`config.mk`:
```
export PLATFORM = sky130hd
export DESIGN_NAME = bank_fifo_wr_arb
export DESIGN_NICKNAME = d
export VERILOG_FILES = /design/src/rtl/bank_fifo_wr_arb.sv
export SDC_FILE = /design/constraint.sdc
export NUM_CORES = 1
export LEC_CHECK = 0
export ABC_AREA = 1
export BUFFER_PORTS_ARGS = -buffer_cell sky130_fd_sc_hd__buf_4
export CORE_MARGIN = 4
export CORE_UTILIZATION = 40
export DETAILED_ROUTE_END_ITERATION = 8
export PLACE_DENSITY = 0.84
export SETUP_SLACK_MARGIN = 0.15
export SLEW_MARGIN = 20
export SYNTH_ARGS = -nofsm -noshare
export SYNTH_HDL_FRONTEND = slang
export SYNTH_SLANG_ARGS = --single-unit
```
`constraint.sdc`:
```
create_clock -name clk -period 1.25 [get_ports clk]
set_input_delay 0.0625 -clock clk [delete_from_list [all_inputs] [get_ports clk]]
set_output_delay 0.0625 -clock clk [all_outputs]
set_load 0.05 [all_outputs]
```
`src/rtl/bank_fifo_wr_arb.sv`:
```
// Round-robin write-port arbiter for the bank FIFO: each grant owns exactly one
// bank of 2^(N-1) words, laid out as header, payload, then padding.
module bank_fifo_wr_arb #(
    parameter int          N       = 8,
    parameter int          R       = 2,
    parameter logic [15:0] PadWord = 16'hFFFF
) (
    input  logic            clk,
    input  logic            rst,
    input  logic [R-1:0]    req_valid,
    input  logic [16*R-1:0] req_data,
    input  logic [R-1:0]    req_last,
    output logic [R-1:0]    req_ready,
    output logic [R-1:0]    grant,
    output logic            busy,
    output logic            fifo_trigger,
    output logic [15:0]     fifo_data,
    input  logic            fifo_ok
);

    localparam int            CW      = N - 1;
    localparam logic [CW-1:0] CntLast = '1;

    typedef enum logic [1:0] {IDLE, HDR, DATA, PAD} state_t;

    state_t        state;
    logic [1:0]    g;
    logic [1:0]    rr;
    logic [CW-1:0] cnt;
    logic [3:0]    cont;

    // Requester buses widened to four slots so a 2-bit grant index selects directly.
    logic [3:0]  valid4;
    logic [3:0]  last4;
    logic [63:0] data64;
    logic        cur_valid;
    logic        cur_last;
    logic [15:0] cur_data;

    assign valid4    = 4'(req_valid);
    assign last4     = 4'(req_last);
    assign data64    = 64'(req_data);
    assign cur_valid = valid4[g];
    assign cur_last  = last4[g];
    assign cur_data  = data64[{g, 4'b0000} +: 16];

    logic [1:0] pick;
    logic [1:0] cand;
    logic       found;

    // First valid requester scanning upward from the one after the last grant.
    always_comb begin
        // NOTE: every combinational output gets a default first so no path infers a latch.
        pick  = rr;
        cand  = '0;
        found = 1'b0;
        for (int k = 1; k <= R; k++) begin
            cand = 2'((int'(rr) + k) % R);
            if (!found && valid4[cand]) begin
                pick  = cand;
                found = 1'b1;
            end
        end
    end

    always_comb begin
        fifo_trigger = 1'b0;
        fifo_data    = '0;
        unique case (state)
            HDR: begin
                fifo_trigger = 1'b1;
                fifo_data    = {8'hB5, 5'b0, cont[g], g};
            end
            DATA: begin
                fifo_trigger = cur_valid;
                fifo_data    = cur_data;
            end
            PAD: begin
                fifo_trigger = 1'b1;
                fifo_data    = PadWord;
            end
            default: ;
        endcase
    end

    logic wr;
    assign wr   = fifo_trigger && fifo_ok;
    assign busy = (state != IDLE);

    for (genvar i = 0; i < R; i++) begin : g_req
        assign req_ready[i] = (state == DATA) && (g == 2'(i)) && fifo_ok;
        assign grant[i]     = (state != IDLE) && (g == 2'(i));
    end

    // NOTE: all state is updated with non-blocking assignments so every register
    // samples the pre-edge values of the others.
    always_ff @(posedge clk or posedge rst) begin
        if (rst) begin
            state <= IDLE;
            g     <= '0;
            // Last-grant starts at the top index so the first scan begins at requester 0.
            rr    <= 2'(R - 1);
            cnt   <= '0;
            cont  <= '0;
        end else begin
            unique case (state)
                IDLE: begin
                    if (found) begin
                        g     <= pick;
                        rr    <= pick;
                        cnt   <= '0;
                        state <= HDR;
                    end
                end
                HDR: begin
                    if (wr) begin
                        cnt   <= CW'(1);
                        state <= DATA;
                    end
                end
                DATA: begin
                    if (wr) begin
                        cnt <= cnt + CW'(1);
                        if (cur_last) begin
                            cont[g] <= 1'b0;
                            state   <= (cnt == CntLast) ? IDLE : PAD;
                        end else if (cnt == CntLast) begin
                            // Bank full mid-packet: the remainder follows in a later bank.
                            cont[g] <= 1'b1;
                            state   <= IDLE;
                        end
                    end
                end
                PAD: begin
                    if (wr) begin
                        cnt <= cnt + CW'(1);
                        if (cnt == CntLast) state <= IDLE;
                    end
                end
                default: state <= IDLE;
            endcase
        end
    end

endmodule

```
==> reports/qor.yml, run 1 <==
status:
  stop_stage: "5_1_grt"
  error: "[ERROR GRT-0232] Routing congestion too high. Check the congestion heatmap in the GUI."
  status: "stopped before the end"
placed_design:
  dp_cells: 264
  place_ws_ns: -0.210
  gp_congestion: 0.828
  place_hpwl_mm: 2.96
  port_buffers: 60
timing:
  endpoint_type: "top-level output"
  worst_endpoint: "fifo_data[6]"
cts:
  cts_root_buffer: "clkbuf_4"
  cts_buffers: 3
  htreeDepth: 1
  cts.sinks: 13
  max-clock-path-buffers: 2
synth:
  synth.avg_cell_area_um2: 6.92
  synth-edff-count: 0
  synth_top_area_cell: "dfrtp_1"
  syn_nets: 199
  synthArstFlopShare_pct: 100
  netlist_area_mm2: 0.00110
  yosys-top-cells-area: "dfrtp_1 (27%), nand2_1 (20%), a22oi_1 (8.2%)"
  synthMuxAreaShare_pct: 0
  synth_xor_area_share_pct: 0.796
  synthAdderAreaFrac_pct: 1.14
  yosys.area_share.simple_pct: 41.2
  ys_warn_count: 0
  netlist_instances: 159
  ys_ff_latch: 13
  synth_most_common_cell: "nand2_1"
  synth.distinct_cells: 30
  synth_commonest_cells: "nand2_1 (60), inv_1 (13), a22oi_1 (12), dfrtp_1 (12), nor2_1 (10)"
  synth_top_family_by_area: "simple AND/OR/NAND/NOR gates"
  yosysTopAreaCellShare_pct: 27.3
  synth-main-ff-cell: "dfrtp_1"
  seq_area_frac_synth_pct: 29.7
  synth_compound_area_share_pct: 15.9
floorplan:
  rows: 18
  die_y_um: 60.4
  die_w_um: 60.4
  start_util_pct: 43.2
  io_pins: 61
grt:
  grt-ovfl-total: 26
  grt_util_all_layers_pct: 66.6
  grt_max_degree: 17
[repair_timing]
item / 4_1_cts
endpoints found under the setup margin: 35
hold buffers: 1
cloned: 1
hold endpoints to repair: 12
buffers inserted: 7
pin swaps: 11
gates resized for setup: 67
[through the flow]
| stage | instance area [µm²] | TNS, ns |
|---|---|---|
| 4_1_cts | 2220 | -6.96 |
| 2_1_floorplan | 1230 | -0.0190 |
| 3_5_place_dp | 1850 | -1.89 |
| 3_3_place_gp | 1850 | -0.880 |
[logic make-up after synthesis]
family / after synthesis
and+or+nand+nor: 95
AOI/OAI and AO/OA: 27
xor gates and xnor gates: 1
DFF: 13
adders and majority gates: 1
buffers and inverters: 22
[routing by layer]
layer,global-route usage (%),overflow
met4,75.2,12
met1,61.9,0
met5,0,0
met3,54.5,0
met2,83.8,14
==> inputs of run 2 (changes only) <==
--- a/config.mk
+++ b/config.mk
@@ -8,10 +8,9 @@
 export ABC_AREA = 1
 export BUFFER_PORTS_ARGS = -buffer_cell sky130_fd_sc_hd__buf_4
 export CORE_MARGIN = 4
-export CORE_UTILIZATION = 40
+export CORE_UTILIZATION = 25
 export DETAILED_ROUTE_END_ITERATION = 8
-export PLACE_DENSITY = 0.84
-export SETUP_SLACK_MARGIN = 0.15
+export PLACE_DENSITY_LB_ADDON = 0.15
 export SLEW_MARGIN = 20
 export SYNTH_ARGS = -nofsm -noshare
 export SYNTH_HDL_FRONTEND = slang
==> constraint.sdc (replaced) <==
create_clock -name clk -period 1.6 [get_ports clk]
set_input_delay 0.08 -clock clk [delete_from_list [all_inputs] [get_ports clk]]
set_output_delay 0.08 -clock clk [all_outputs]
set_load 0.05 [all_outputs]
==> reports/qor.yml, run 2 <==
final_layout:
  nets: 274
  multi_input_area_um2: 657
  mostFrequentLayoutCells: "nand2_1 (60), buf_4 (57), buf_6 (16)"
  ff_latch_area_um2: 328
  top_register: "cnt"
  diodes: 0
  syn_to_final_growth_pct: 63.8
  layout_commonest_cell: "nand2_1"
  largestRegisters: "cnt: 7 flops, cont: 2 flops, state: 2 flops"
  fillers: 432
  drive_above_1_share_pct: 40.8
  largest_reg_flops: 7
  finish.utilization_pct: 43.8
grt:
  first_global_vias: 1127
  grt_util_all_layers_pct: 11.8
  grt-ovfl-total: 0
  antenna_found_initial: 0
  grt_max_degree: 15
  grt_pass1_wl_mm: 5.24
status:
  status: "finished clean"
floorplan:
  start_util_pct: 26.7
  io_pins: 61
  die_y_um: 74.3
  core_area_mm2: 0.00412
  die_area_mm2: 0.00552
  rows: 23
  die_w_um: 74.3
synth:
  netlist_area_mm2: 0.00110
  synth-edff-count: 0
  syn_nets: 199
  yosysTopAreaCellShare_pct: 27.3
  netlist_instances: 159
  yosys-top-cells-area: "dfrtp_1 (27%), nand2_1 (20%), a22oi_1 (8.2%)"
  synth.avg_cell_area_um2: 6.92
  ys_warn_count: 0
  synth_commonest_cells: "nand2_1 (60), inv_1 (13), a22oi_1 (12), dfrtp_1 (12), nor2_1 (10)"
  seq_area_frac_synth_pct: 29.7
  synth_top_area_cell: "dfrtp_1"
  synth.distinct_cells: 30
  synth_most_common_cell: "nand2_1"
  synthArstFlopShare_pct: 100
  ys_ff_latch: 13
  synth-main-ff-cell: "dfrtp_1"
worst_setup_path:
  r2r_start: "cnt[0]$_DFFE_PP0P_"
  reg2reg_depth: 8
  crit_start: "g[0]$_DFFE_PP0P_"
  cp-start-kind: "register"
  crit_chain: "buf_6, nor2_4, buf_12, a22oi_1, nand2_1, buf_6"
  crit_required_ns: 1.52
  critPathBufInv: 3
  end_kind: "output pin"
  crit_slowest_cell: "dfrtp_2"
  worstPathArrival_ns: 1.46
  critical_path_class: "reg -> out"
  cp_top_family: "flip-flops"
  max_stage_delay_ns: 0.47
  crit_top_cell: "buf_6"
  crit_fanout: 14
  path_depth: 6
power:
  swShare_pct: 57.9
  power_switching_mw: 2.62
  p_per_area_mw_per_mm2: 2520
  p_total_mw: 4.53
  vdd_drop_max_mv: 1.07
  pwr-share-seq_pct: 11.3
  clockPowerShare_pct: 6.6
  p_leak_nw: 0.952
  cellInternalPower_mw: 1.91
  combPwrFrac_pct: 82.1
timing:
  finalSetupTns_ns: 0
  skew_ns: 0.00119
  fin_crit_ns: 1.54
  fmax_ghz: 0.648
  setup_viol: 0
  finalHoldViolations: 0
  max_slew.worst_pin.slew_ns: 0.498
  drv_slew: 0
  rsz0062_at_grt: "yes"
  fin_crit_sh_pct: 96.5
  slew_headroom_pct: 66.8
  whs_ns: 0.0988
worst_hold_path:
  hp-start: "fifo_ok"
  holdCritPathClass: "in -> reg"
  hold_depth: 2
cts:
  cts_root_buffer: "clkbuf_8"
  cts_buffers: 3
  htreeDepth: 1
  cts.sinks: 13
  max-clock-path-buffers: 2
  cts_tree: "built"
  path_clk_slew_ns: 0.06
  clk_latency_ns: 0.24
drt:
  drt-pass1-iter-count: 4
  vias: 1267
  drtAntennaViolNets: 0
  wl_mm: 3.52
  wl_per_cell_um: 12.4
  drc: 0
  drt_iter0_drc: 28
  vias_per_cell: 4.48
job:
  drv_cap: 0
placed_design:
  gp_congestion: 0.855
  port_buffers: 60
  place_hpwl_mm: 2.71
## run 2: per-stage QoR
stage	worst slack, ns	std cells	cell area, µm²
6_report	0.0562	283	1800
5_1_grt	-0.0113	283	1800
2_1_floorplan	-0.105	159	1100
4_1_cts	0.00199	278	1700
3_3_place_gp	0.150	271	1610
3_5_place_dp	0.131	271	1610
## run 2: final timing paths
path	endpoint	slack, ns
max in group asynchronous	g[0]$_DFFE_PP0P_	0.82
worst max register to register	state[1]$_DFFE_PP0P_	0.18
worst min-delay path	state[0]$_DFFE_PP0P_	0.1
worst min register to register	cont[1]$_DFFE_PP0P_	0.48
worst max-delay path	fifo_data[4]	0.06
min in group asynchronous	cnt[6]$_DFFE_PP0P_	0.42
## run 2: cell families after synthesis
kind of cell               synth area share (%)
adders and majority gates                  1.14
and+or+nand+nor                            41.2
buffers and inverters                      11.3
xor gates and xnor gates                  0.797
DFF                                        29.7
AOI/OAI and AO/OA                          15.9
## run 2: power groups by stage
stage | Sequential [mW] | Combinational [mW] | Clock [mW]
detailed placement | 0.525 | 3.34 | 0
global route | 0.530 | 3.94 | 0.325
finish | 0.514 | 3.72 | 0.300
global placement | 0.523 | 3.34 | 0
CTS | 0.523 | 3.42 | 0.309
floorplan | 0.475 | 2.47 | 0
## run 2: cell type report
type,instances,area share [%]
Timing Repair Buffer,75,35.4
Multi-Input combinational cell,124,36.5
Inverter,17,3.96
Clock buffer,4,2.50
Sequential cell,13,18.2
Tap cell,50,3.47
## run 2: what timing repair did
item                                    4_1_cts  5_1_grt
pin swaps                                     1        1
endpoints found under the setup margin       15       15
resized for setup                             1       18
hold endpoints to repair                     12        0
hold buffers                                  1        0
setup buffers                                 2        5
## run 2: layer usage
| metal | track usage (%) | share of wire [%] | up-vias |
|---|---|---|---|
| li1 | - | - | 671 |
| met1 | 15.3 | 43 | 539 |
| met2 | 19.5 | 47 | 50 |
| met3 | 2.30 | 8.4 | 7 |
| met4 | 4.74 | 1.5 | 0 |
| met5 | 0 | 0 | - |
No activity file was read; power rests on OpenSTA's default activity.
==> inputs of run 3 (changes only) <==
--- a/config.mk
+++ b/config.mk
@@ -7,8 +7,10 @@
 export LEC_CHECK = 0
 export ABC_AREA = 1
 export BUFFER_PORTS_ARGS = -buffer_cell sky130_fd_sc_hd__buf_4
+export CELL_PAD_IN_SITES_DETAIL_PLACEMENT = 1
+export CELL_PAD_IN_SITES_GLOBAL_PLACEMENT = 1
 export CORE_MARGIN = 4
-export CORE_UTILIZATION = 25
+export CORE_UTILIZATION = 29
 export DETAILED_ROUTE_END_ITERATION = 8
 export PLACE_DENSITY_LB_ADDON = 0.15
 export SLEW_MARGIN = 20
==> reports/qor.yml, run 3 (synthesis results as in run 2) <==
final_layout:
  fillers: 468
  fin_cells: 278
  diodes: 0
  largest_reg_flops: 7
  multi_input_area_um2: 662
  layout_commonest_cell: "buf_4"
  largestRegisters: "cnt: 7 flops, cont: 2 flops, state: 2 flops"
  stdcell_area_mm2: 0.00175
  ff_latch_area_um2: 329
  top_register: "cnt"
  finish.utilization_pct: 47.8
  syn_to_final_growth_pct: 59.2
  mostFrequentLayoutCells: "buf_4 (65), nand2_1 (60), inv_1 (13)"
  drive_above_1_share_pct: 40.9
  nets: 271
worst_setup_path:
  r2r_start: "cnt[0]$_DFFE_PP0P_"
  crit_required_ns: 1.52
  reg2reg_slack_ns: 0.18
  worstPathArrival_ns: 1.45
  critical_path_class: "reg -> out"
  reg2reg_depth: 8
  r2r-end: "state[1]$_DFFE_PP0P_"
  end_kind: "output pin"
  crit_fanout: 16
  cp-start-kind: "register"
grt:
  grt_pass1_wl_mm: 6.53
  grt_max_degree: 18
  antenna_found_initial: 0
  grt-ovfl-total: 0
  first_global_vias: 1398
  grt_util_all_layers_pct: 16.0
floorplan:
  die_y_um: 69.6
  rows: 22
  start_util_pct: 30.0
  die_w_um: 69.6
  core_area_mm2: 0.00366
  io_pins: 61
  die_area_mm2: 0.00484
job:
  drv_cap: 0
drt:
  drt-pass1-iter-count: 4
  drt_iter0_drc: 21
  drc: 0
  wl_mm: 3.80
  vias_per_cell: 4.81
  wl_per_cell_um: 13.7
  vias: 1338
  drtAntennaViolNets: 0
timing:
  setup_viol: 0
  skew_ns: 0.00134
  slew_headroom_pct: 68.1
  whs_ns: 0.101
  setup_slack_ns: 0.0674
  finalSetupTns_ns: 0
  fin_crit_sh_pct: 95.8
  max_slew.worst_pin.slew_ns: 0.479
  drv_slew: 0
  fin_crit_ns: 1.53
  finalHoldViolations: 0
  fmax_ghz: 0.652
worst_hold_path:
  hp-start: "fifo_ok"
  worstHoldEndpoint: "state[0]$_DFFE_PP0P_"
  holdCritPathClass: "in -> reg"
  hold_depth: 2
placed_design:
  dp_cells: 269
  placed_cell_area_mm2: 0.00161
  place_hpwl_mm: 3.13
  port_buffers: 60
  place_ws_ns: 0.142
  gp_congestion: 0.818
cts:
  cts_root_buffer: "clkbuf_8"
  cts_buffers: 3
  cts_tree: "built"
  htreeDepth: 1
  cts.sinks: 13
  max-clock-path-buffers: 2
  clk_latency_ns: 0.24
  path_clk_slew_ns: 0.06
power:
  p_total_mw: 4.38
  vdd_drop_max_mv: 0.900
  p_per_area_mw_per_mm2: 2500
  p_leak_nw: 0.927
status:
  status: "finished clean"
==> run 3: changes by cell type in the layout (fill, tap and decap cells not counted), sizes merged <==
cell and delta:
buf -3
==> run 3: worst max-delay path, cell delays in order, from the launching register on <==
cell     delay [ns]
dfrtp_2        0.45
nand2_4        0.12
nor2_4         0.05
buf_12         0.15
a22oi_1        0.18
nand2_1        0.10
buf_6          0.16
==> run 3: timing repair <==
action / 4_1_cts / 5_1_grt
endpoints found under the hold margin: 12 / 0
pin swaps: 2 / 0
hold buffers: 1 / 0
setup buffers: 3 / 1
gates resized for setup: 0 / 9
endpoints found under the setup margin: 16 / 17
gates cloned: 0 / 0
==> run 3: layout make-up <==
class / instances / share of cell area (%)
tap: 48 / 3.43
timing repair buffer: 72 / 33.3
inverter: 17 / 4.07
clock buffer: 4 / 2.57
multi-input combinational: 124 / 37.8
sequential: 13 / 18.8
==> run 3: layer usage <==
metal,GRT usage (%),wire [µm]
met5,0,0
met4,1.30,6
met3,4.20,231
met2,29.6,2000
met1,19.3,1560
==> run 3: where the power goes <==
part | internal (mW) | switching (mW) | leakage [nW]
clock | 0.176 | 0.116 | 0.0228
combinational | 1.17 | 2.39 | 0.737
sequential | 0.427 | 0.102 | 0.167
total | 1.78 | 2.61 | 0.927
==> run 3: how the worst max path moves through the flow <==
stage	from	endpoint	slack, ns	depth (start not counted)
after global placement	state[1]$_DFFE_PP0P_	fifo_data[2]	0.18	5
after floorplan	state[0]$_DFFE_PP0P_	req_ready[0]	-0.11	3
after detailed placement	g[0]$_DFFE_PP0P_	cont[1]$_DFFE_PP0P_	0.14	6
final	state[1]$_DFFE_PP0P_	fifo_data[12]	0.07	6
after global routing	state[1]$_DFFE_PP0P_	fifo_data[9]	-0.005	6
after CTS	state[1]$_DFFE_PP0P_	fifo_data[12]	0.009	6
==> inputs of run 4 (changes only) <==
--- a/config.mk
+++ b/config.mk
@@ -8,9 +8,9 @@
 export ABC_AREA = 1
 export BUFFER_PORTS_ARGS = -buffer_cell sky130_fd_sc_hd__buf_4
 export CELL_PAD_IN_SITES_DETAIL_PLACEMENT = 1
-export CELL_PAD_IN_SITES_GLOBAL_PLACEMENT = 1
+export CELL_PAD_IN_SITES_GLOBAL_PLACEMENT = 2
 export CORE_MARGIN = 4
-export CORE_UTILIZATION = 29
+export CORE_UTILIZATION = 22
 export DETAILED_ROUTE_END_ITERATION = 8
 export PLACE_DENSITY_LB_ADDON = 0.15
 export SLEW_MARGIN = 20
==> reports/qor.yml, run 4 (synthesis results as in run 2) <==
final_layout:
  largestRegisters: "cnt: 7 flops, cont: 2 flops, state: 2 flops"
  fin_cells: 298
  largest_reg_flops: 7
  layout_commonest_cell: "nand2_1"
  fillers: 608
  syn_to_final_growth_pct: 66.4
  drive_above_1_share_pct: 42.9
  top_register: "cnt"
  mostFrequentLayoutCells: "nand2_1 (60), buf_4 (58), inv_1 (13)"
  diodes: 0
  nets: 272
  stdcell_area_mm2: 0.00183
power:
  p_per_area_mw_per_mm2: 2500
  p_leak_nw: 0.954
  vdd_drop_max_mv: 1.26
status:
  status: "finished clean"
worst_setup_path:
  crit_required_ns: 1.52
  cp_top_family: "flip-flops"
  max_stage_delay_ns: 0.47
  end_kind: "output pin"
  worstPathArrival_ns: 1.45
  reg2reg_slack_ns: 0.17
  reg2reg_depth: 7
  r2r_start: "state[1]$_DFFE_PP0P_"
  critPathBufInv: 2
  crit_chain: "nand2_4, nor2_4, buf_12, a22oi_1, nand2_1, buf_4"
  r2r-end: "cnt[4]$_DFFE_PP0P_"
  cp-start-kind: "register"
  crit_slowest_cell: "dfrtp_2"
  critical_path_class: "reg -> out"
  crit_fanout: 16
worst_hold_path:
  holdCritPathClass: "in -> reg"
  hold_depth: 2
  worstHoldEndpoint: "state[0]$_DFFE_PP0P_"
  hp-start: "fifo_ok"
timing:
  setup_viol: 0
  max_slew.worst_pin.slew_ns: 0.529
  fmax_ghz: 0.654
  finalHoldViolations: 0
  rsz0062_at_grt: "yes"
  fin_crit_sh_pct: 95.6
  slew_headroom_pct: 64.7
  finalSetupTns_ns: 0
  skew_ns: 0.00194
  drv_slew: 0
  fin_crit_ns: 1.53
cts:
  path_clk_slew_ns: 0.06
  clk_latency_ns: 0.24
  cts.sinks: 13
  cts_root_buffer: "clkbuf_8"
  htreeDepth: 1
  cts_tree: "built"
  max-clock-path-buffers: 2
  cts_buffers: 3
floorplan:
  die_w_um: 78.7
  core_area_mm2: 0.00479
  rows: 25
  die_area_mm2: 0.00619
  die_y_um: 78.7
  io_pins: 61
  start_util_pct: 23.0
drt:
  vias: 1320
  drt_iter0_drc: 29
  wl_mm: 3.93
  drtAntennaViolNets: 0
  wl_per_cell_um: 13.2
  vias_per_cell: 4.43
  drt-pass1-iter-count: 4
  drc: 0
grt:
  grt-ovfl-total: 0
  first_global_vias: 1389
  grt_max_degree: 17
  grt_util_all_layers_pct: 12.4
  antenna_found_initial: 0
  grt_pass1_wl_mm: 6.38
job:
  drv_cap: 0
placed_design:
  placed_cell_area_mm2: 0.00164
  gp_congestion: 0.817
  place_hpwl_mm: 3.20
  dp_cells: 287
  port_buffers: 60
-- run 4: routing by layer --
metal | wire length (µm) | global-route usage [%] | part of all wire, % | up-vias
met5 | 0 | 0 | 0 | -
met4 | 21 | 1.40 | 0.53 | 0
met3 | 296 | 3.29 | 7.5 | 2
met2 | 1920 | 22.2 | 49 | 43
met1 | 1690 | 15.2 | 43 | 609
li1 | - | - | - | 666
-- run 4: area by class of cell --
| type | count | area, µm² | share of cell area [%] |
|---|---|---|---|
| multi-input cells | 124 | 679 | 37.1 |
| repair buffers | 73 | 621 | 33.9 |
| flip-flops and latches | 13 | 329 | 18.0 |
| well taps | 67 | 83.8 | 4.58 |
| inverters | 17 | 71.3 | 3.90 |
| clock buffers | 3 | 41.3 | 2.26 |
| clock inverters | 1 | 5.00 | 0.273 |
-- run 4: worst max-delay path by stage --
stage                         start            end  slack (ns)  cells past startpoint
2_1_floorplan  state[0]$_DFFE_PP0P_   req_ready[0]       -0.11                      3
3_3_place_gp   state[1]$_DFFE_PP0P_   fifo_data[2]         0.1                      5
3_5_place_dp   state[1]$_DFFE_PP0P_   fifo_data[2]        0.07                      5
4_1_cts        state[1]$_DFFE_PP0P_   fifo_data[7]        0.02                      6
5_1_grt        state[0]$_DFFE_PP0P_  fifo_data[11]      -0.009                      7
6_report       state[1]$_DFFE_PP0P_  fifo_data[15]        0.07                      6
-- run 4: worst register-to-register path, delay by kind of cell, from the launching register on --
family / cells / cell delay, ns
DFF: 1 / 0.47
buffers and inverters: 2 / 0.23
AOI/OAI and AO/OA: 1 / 0.15
and+or+nand+nor: 4 / 0.46
-- run 4: per-stage QoR --
stage | total power [mW] | setup slack [ns] | hold slack, ns | util [%]
final | 4.57 | 0.0704 | 0.0992 | 38.2
after global routing | 4.85 | -0.00889 | 0.116 | 38.2
after CTS | 4.33 | 0.0210 | 0.0981 | 36.1
after detailed placement | 3.92 | 0.0680 | 0.166 | 34.2
after global placement | 3.90 | 0.0987 | 0.161 | 34.2
after floorplan | 2.94 | -0.105 | -0.0438 | -
-- run 4: power by group --
| part | internal, mW | switching, mW |
|---|---|---|
| clock network | 0.172 | 0.127 |
| registers | 0.427 | 0.111 |
| logic | 1.29 | 2.44 |
-- run 4: repair_timing --
action,4_1_cts,5_1_grt
setup buffers,2,4
pin swaps,1,3
hold buffers,1,0
setup endpoints to repair,15,15
gates resized for setup,2,18
endpoints found under the hold margin,12,0
